$ cat config.mk
export PLATFORM = sky130hd
export DESIGN_NAME = i2s_tx_stereo
export DESIGN_NICKNAME = d
export VERILOG_FILES = /design/src/rtl/i2s_pkg.sv /design/src/rtl/i2s_tx_shifter.sv /design/src/rtl/i2s_tx_stereo.sv
export SDC_FILE = /design/constraint.sdc
export NUM_CORES = 1
export LEC_CHECK = 0
export CORE_MARGIN = 2
export CORE_UTILIZATION = 28
export CTS_BUF_LIST = sky130_fd_sc_hd__clkbuf_16
export CTS_CLUSTER_SIZE = 24
export DETAILED_ROUTE_END_ITERATION = 7
export GPL_TIMING_DRIVEN = 1
export SYNTH_ARGS = -nofsm -noshare
export SYNTH_HDL_FRONTEND = slang
export SYNTH_SLANG_ARGS = --single-unit
$ cat constraint.sdc
create_clock -name sck -period 1.8 [get_ports sck]
set_clock_uncertainty 0.1 [all_clocks]
set_input_delay 0.36 -clock sck [delete_from_list [all_inputs] [get_ports sck]]
set_output_delay 0.36 -clock sck [all_outputs]
set_load 0.01 [all_outputs]
$ cat src/rtl/i2s_pkg.sv
`default_nettype none
// ----------------------------------------------------------------------------
// Module   : i2s_pkg
// Brief    : Shared types, constants and helpers for the I2S transmitter.
// Revision : 1.0 - initial release
// ----------------------------------------------------------------------------
package i2s_pkg;

    localparam int c_default_bits = 10;

    typedef logic [c_default_bits-1:0] sample_t;

    localparam logic c_ws_left  = 1'b0;
    localparam logic c_ws_right = 1'b1;

    function automatic int slot_cnt_width(input int slot_bits);
        return $clog2(2 * slot_bits);
    endfunction

endpackage
`default_nettype wire

$ cat src/rtl/i2s_tx_shifter.sv
`default_nettype none
// ----------------------------------------------------------------------------
// Module   : i2s_tx_shifter
// Brief    : Per-channel parallel-load, MSB-first shift register, zero fill.
// Revision : 1.0 - initial release
// ----------------------------------------------------------------------------
module i2s_tx_shifter #(
    parameter int WIDTH = 10
) (
    input  logic             clk,
    input  logic             rst,
    input  logic             i_load,
    input  logic             i_shift,
    input  logic [WIDTH-1:0] i_data,
    output logic             o_bit
);

    logic [WIDTH-1:0] r_sh;

    // Load together with shift emits the MSB on the load edge itself.
    always_ff @(posedge clk or posedge rst) begin
        if (rst) begin
            r_sh <= '0;
        end else if (i_load && i_shift) begin
            r_sh <= i_data << 1;
        end else if (i_load) begin
            r_sh <= i_data;
        end else if (i_shift) begin
            r_sh <= r_sh << 1;
        end
    end

    assign o_bit = i_load ? i_data[WIDTH-1] : r_sh[WIDTH-1];

endmodule
`default_nettype wire

$ cat src/rtl/i2s_tx_stereo.sv
`default_nettype none
// ----------------------------------------------------------------------------
// Module   : i2s_tx_stereo
// Brief    : Stereo I2S transmitter with single-entry holding buffer.
// Revision : 1.0 - initial release
// ----------------------------------------------------------------------------
module i2s_tx_stereo
    import i2s_pkg::*;
#(
    parameter int BITS_PRECISION = 10,
    parameter int SLOT_BITS      = 16
) (
    input  logic                      sck,
    input  logic                      rst,
    input  logic [BITS_PRECISION-1:0] data_left,
    input  logic [BITS_PRECISION-1:0] data_right,
    input  logic                      data_valid,
    output logic                      data_ready,
    output logic                      ws,
    output logic                      sd,
    output logic                      underrun
);

    localparam int                 c_cnt_w    = slot_cnt_width(SLOT_BITS);
    localparam logic [c_cnt_w-1:0] c_cnt_last = c_cnt_w'(2 * SLOT_BITS - 1);
    localparam logic [c_cnt_w-1:0] c_slot     = c_cnt_w'(SLOT_BITS);

    logic [c_cnt_w-1:0]        r_cnt;
    logic [c_cnt_w-1:0]        w_cnt_next;
    logic                      r_full;
    logic [BITS_PRECISION-1:0] r_buf_l;
    logic [BITS_PRECISION-1:0] r_buf_r;
    logic [BITS_PRECISION-1:0] w_load_l;
    logic [BITS_PRECISION-1:0] w_load_r;
    logic                      w_accept;
    logic                      w_load;
    logic                      w_left_phase;
    logic                      w_left_bit;
    logic                      w_right_bit;
    logic                      r_ws;
    logic                      r_sd;
    logic                      r_underrun;

    assign w_cnt_next   = (r_cnt == c_cnt_last) ? '0 : r_cnt + 1'b1;
    assign w_load       = (r_cnt == '0);
    assign w_accept     = data_valid && !r_full;
    // Edge from cnt=c emits slot position c, so c < SLOT_BITS drives the left slot.
    assign w_left_phase = (r_cnt < c_slot);
    assign w_load_l     = r_full ? r_buf_l : '0;
    assign w_load_r     = r_full ? r_buf_r : '0;

    always_ff @(posedge sck or posedge rst) begin
        if (rst) begin
            r_cnt <= '0;
        end else begin
            r_cnt <= w_cnt_next;
        end
    end

    // An accept on the load edge is stored, never bypassed into the shifters.
    always_ff @(posedge sck or posedge rst) begin
        if (rst) begin
            r_full  <= 1'b0;
            r_buf_l <= '0;
            r_buf_r <= '0;
        end else begin
            if (w_accept) begin
                r_buf_l <= data_left;
                r_buf_r <= data_right;
            end
            if (w_load) begin
                r_full <= w_accept;
            end else if (w_accept) begin
                r_full <= 1'b1;
            end
        end
    end

    i2s_tx_shifter #(
        .WIDTH (BITS_PRECISION)
    ) u_shift_left (
        .clk     (sck),
        .rst     (rst),
        .i_load  (w_load),
        .i_shift (w_left_phase),
        .i_data  (w_load_l),
        .o_bit   (w_left_bit)
    );

    i2s_tx_shifter #(
        .WIDTH (BITS_PRECISION)
    ) u_shift_right (
        .clk     (sck),
        .rst     (rst),
        .i_load  (w_load),
        .i_shift (!w_left_phase),
        .i_data  (w_load_r),
        .o_bit   (w_right_bit)
    );

    always_ff @(posedge sck or posedge rst) begin
        if (rst) begin
            r_ws       <= c_ws_left;
            r_sd       <= 1'b0;
            r_underrun <= 1'b0;
        end else begin
            r_ws       <= (w_cnt_next >= c_slot) ? c_ws_right : c_ws_left;
            r_sd       <= w_left_phase ? w_left_bit : w_right_bit;
            r_underrun <= w_load && !r_full;
        end
    end

    assign data_ready = ~r_full;
    assign ws         = r_ws;
    assign sd         = r_sd;
    assign underrun   = r_underrun;

endmodule
`default_nettype wire

==> results.txt <==
The flow ran to the end, and the final reports show no timing, DRC or antenna violations. The maximum number of buffers from clock root to sink came out at 2. The die is 91.1 microns tall.

The worst path uses 96.2% of the clock period. Hold is met by 0.329 ns. The signal arrival time at the worst endpoint came out at 1.27 ns.

The worst setup path is captured at a primary output. The synthesized design contains 48 register bits. Sorting the synthesized cells by area gives the leading types as sky130_fd_sc_hd__dfrtp_1 57%, sky130_fd_sc_hd__mux2_2 9.5%, sky130_fd_sc_hd__mux2i_1 8.9%.

The detailed-route wire length per cell came out at 12.2 microns. Leaving out fill and tap cells, the most frequent cells in the layout are 47 x sky130_fd_sc_hd__dfrtp_1, 26 x sky130_fd_sc_hd__clkdlybuf4s50_1, 20 x sky130_fd_sc_hd__nand2_1, 20 x sky130_fd_sc_hd__and2_1, 20 x sky130_fd_sc_hd__o21ai_1. In the routed layout, each cell is associated on average with a via count of 4.32. The number of primary I/O pins is 27. The final layout contains 235 nets. Setup repair after global routing left no endpoint under its margin. The top-area cell type share of the netlist area came out at 56.5%.

The starting density of the core is 29.2%. The slew at the pin closest to its max-slew limit came out at 0.394 ns. The via count of the first global-routing pass came out at 1313. The max-slew violation count is 0. Buffers inserted during clock tree synthesis total 5. The number of distinct library cells after synthesis came out at 23. The sum of routed wire segments on met1 is 1780 microns. The delay of the slowest cell on the worst path is 0.52 ns. The detailed-route DRC error count came out at 0. The fraction of registers with async set/reset came out at 100%. The worst setup path is launched from a register.

The latest clock arrival within the worst-skew pair came out at 0.29 ns. The post-synthesis cell count is 179. The synthesized netlist net count is 205.

For this design, the slowest cell found on the critical path is sky130_fd_sc_hd__clkdlybuf4s50_1. After clock tree synthesis, the flow added hold-fix buffers numbering 0. The number of cells in the finished layout apart from fillers came out at 309.

For the final routed database, the setup TNS stands at 0 ns. The area of the die is 8300 sq um. The pre-antenna-repair detailed-routing pass consisted of 4 iterations.

The average instance area after synthesis is 11.9 sq um. VDD sags by at most 0.383 mV. The count of antenna-violating nets left after detailed routing came out at 0. Routed signal wires occupy layers up through met4.

TritonCTS built the clock tree. The path class of the tightest hold or removal check is primary input to asynchronous set/reset pin. The number of sinks driven by the clock tree came out at 48. The fraction of the core area covered by cells at the end of the flow is 37.3%.

Compared with the post-synthesis result, the final layout area differs by 27.8%. The total power per unit cell area came out at 1150 nW/um^2. The number of synthesized flops with an enable pin came out at 0. The number of setup violations in the final report came out at 0. The sequential fraction of the synthesis area came out at 56.5%. The total number of placement rows came out at 31. The critical path in this run is classified as register to primary output.

Data on the critical path is required at its endpoint by 1.34 ns. The largest net degree at the start of global routing came out at 49. The number of inserted diodes is 0. The number of warning messages in the yosys log is 0. The combined area of all synthesized cells is 2130 sq um. The ratio of cells with drive above 1 in the final layout is 18.6%. The hold violation count in the final report is 0. The maximum achievable frequency came out at 0.577 GHz.

The final global-route overflow total came out at 0. The reported max-cap violation count came out at 0. The vias after detailed routing came out at 1334. The total number of H-tree levels is 2. For this design the static power due to leakage is 0.00109 uW. The detailed router finished its first iteration with 42 violations. The worst path needs 1.73 ns of the cycle, external delays included.

The initial antenna violation count came out at 0. The total length of routed met2 wires came out at 1730 microns. The routed design uses 224 microns of met3 wire. The signal on the critical path passes through inv_1 -> clkdlybuf4s50_1. The most frequent standard cell in the layout excluding fill and tap cells is sky130_fd_sc_hd__dfrtp_1. The total global-route track usage came out at 9.85%. The wire-length estimate of the detail-placed layout is 2460 microns. The total detailed-routing wirelength is 3790 microns. The headroom to the max-slew limit is 73.7%. The quantity of I/O buffers inserted on ports came out at 26. The most used flip-flop cell after synthesis is sky130_fd_sc_hd__dfrtp_1. After floorplanning, the core was sized to cover 7290 sq um. The root buffer cell is sky130_fd_sc_hd__clkbuf_16. The last weighted congestion value of the routability-driven placer came out at 0.669.

The maximum fanout count along the critical path came out at 2. Measured along the x axis, the die boundary spans 91.1 microns. The first-pass GRT wire length came out at 6430 microns. sky130_fd_sc_hd__dfrtp_1 takes more of the synthesized area than any other cell. The clock-pin transition on the worst setup and hold timing paths came out at 0.07 ns. The cell count after placement is 300.
power breakdown:
group	leakage, uW	internal, uW	switching, uW	total (uW)
clock	0.0000798	652	396	1050
combinational	0.000419	385	214	599
sequential	0.000591	1360	127	1490
total	0.00109	2400	737	3130
sequential cells by signal, summed over array words and instances (netlist names):
name,flops
sd,1
r_buf_l,10
underrun,1
r_full,1
r_buf_r,10
r_cnt,5
u_shift_left.r_sh,10
u_shift_right.r_sh,10
final timing paths:
check | end | cells after the start | start | slack (ns)
hold reg to reg | r_buf_r[9]$_DFFE_PP0P_ | 1 | r_buf_r[9]$_DFFE_PP0P_ | 0.38
setup reg to reg | u_shift_right.r_sh[3]$_DFFE_PP0P_ | 6 | r_cnt[0]$_DFF_PP0_ | 0.18
min in group sck | r_buf_r[9]$_DFFE_PP0P_ | 1 | r_buf_r[9]$_DFFE_PP0P_ | 0.38
hold / removal | r_buf_l[3]$_DFFE_PP0P_ | 3 | rst | 0.33
setup / recovery | data_ready | 2 | r_full$_DFFE_PP0P_ | 0.07
max in group asynchronous | r_full$_DFFE_PP0P_ | 3 | rst | 1.04
timing repair:
| item | CTS | global route |
|---|---|---|
| hold endpoints to repair | 0 | 0 |
| gates resized for setup | 1 | 0 |
| setup buffers | 1 | 0 |
| setup endpoints to repair | 1 | 0 |
critical path, delay by kind of cell, from the launching register on:
kind	cells	cell delay [ns]
buffers and inverters	2	0.57
flip-flops	1	0.41
layer usage:
layer,global-route usage [%],up-vias
met5,0,-
met4,3.03,0
met3,4.40,6
met2,14.8,21
met1,12.7,643
li1,-,664
per-stage QoR:
stage / cell area [sq um] / power [uW] / setup slack [ns]
after detailed placement: 2540 / 2120 / 0.0334
after global placement: 2540 / 2090 / 0.0599
after floorplan: 2130 / 1920 / 0.196
final: 2720 / 3130 / 0.0679
after global routing: 2720 / 3330 / 0.0116
after CTS: 2720 / 3180 / 0.0485
cell type report:
| type | count | area (sq um) |
|---|---|---|
| fillers | 760 | 4570 |
| multi-input cells | 117 | 858 |
| clock buffers | 5 | 125 |
| flip-flops and latches | 48 | 1200 |
| inverters | 4 | 15.0 |
| well taps | 99 | 124 |
| repair buffers | 33 | 350 |
| clock inverters | 3 | 42.5 |
cell families after synthesis:
logic type / Yosys count / share of synthesized area (%)
fa+ha+maj: 3 / 1.77
mux: 39 / 19.5
flops: 48 / 56.5
xor+xnor: 2 / 0.824
simple gates: 52 / 12.9
compound gates: 21 / 4.94
buf+inv: 14 / 3.53
cells in the mapped netlist (2+ instances only):
cell                        n
sky130_fd_sc_hd__mux2_1     2
sky130_fd_sc_hd__nand3_1    2
sky130_fd_sc_hd__nor2b_1    2
sky130_fd_sc_hd__ha_1       3
sky130_fd_sc_hd__mux2i_1   19
sky130_fd_sc_hd__nand2_1   20
sky130_fd_sc_hd__buf_6      2
sky130_fd_sc_hd__o21ai_1   20
sky130_fd_sc_hd__mux2_2    18
sky130_fd_sc_hd__clkbuf_1   6
sky130_fd_sc_hd__inv_1      4
sky130_fd_sc_hd__dfrtp_1   48
sky130_fd_sc_hd__and2_1    20
sky130_fd_sc_hd__buf_4      2
sky130_fd_sc_hd__nor2_1     3
Note: power is estimated with default switching activity, not from simulation.
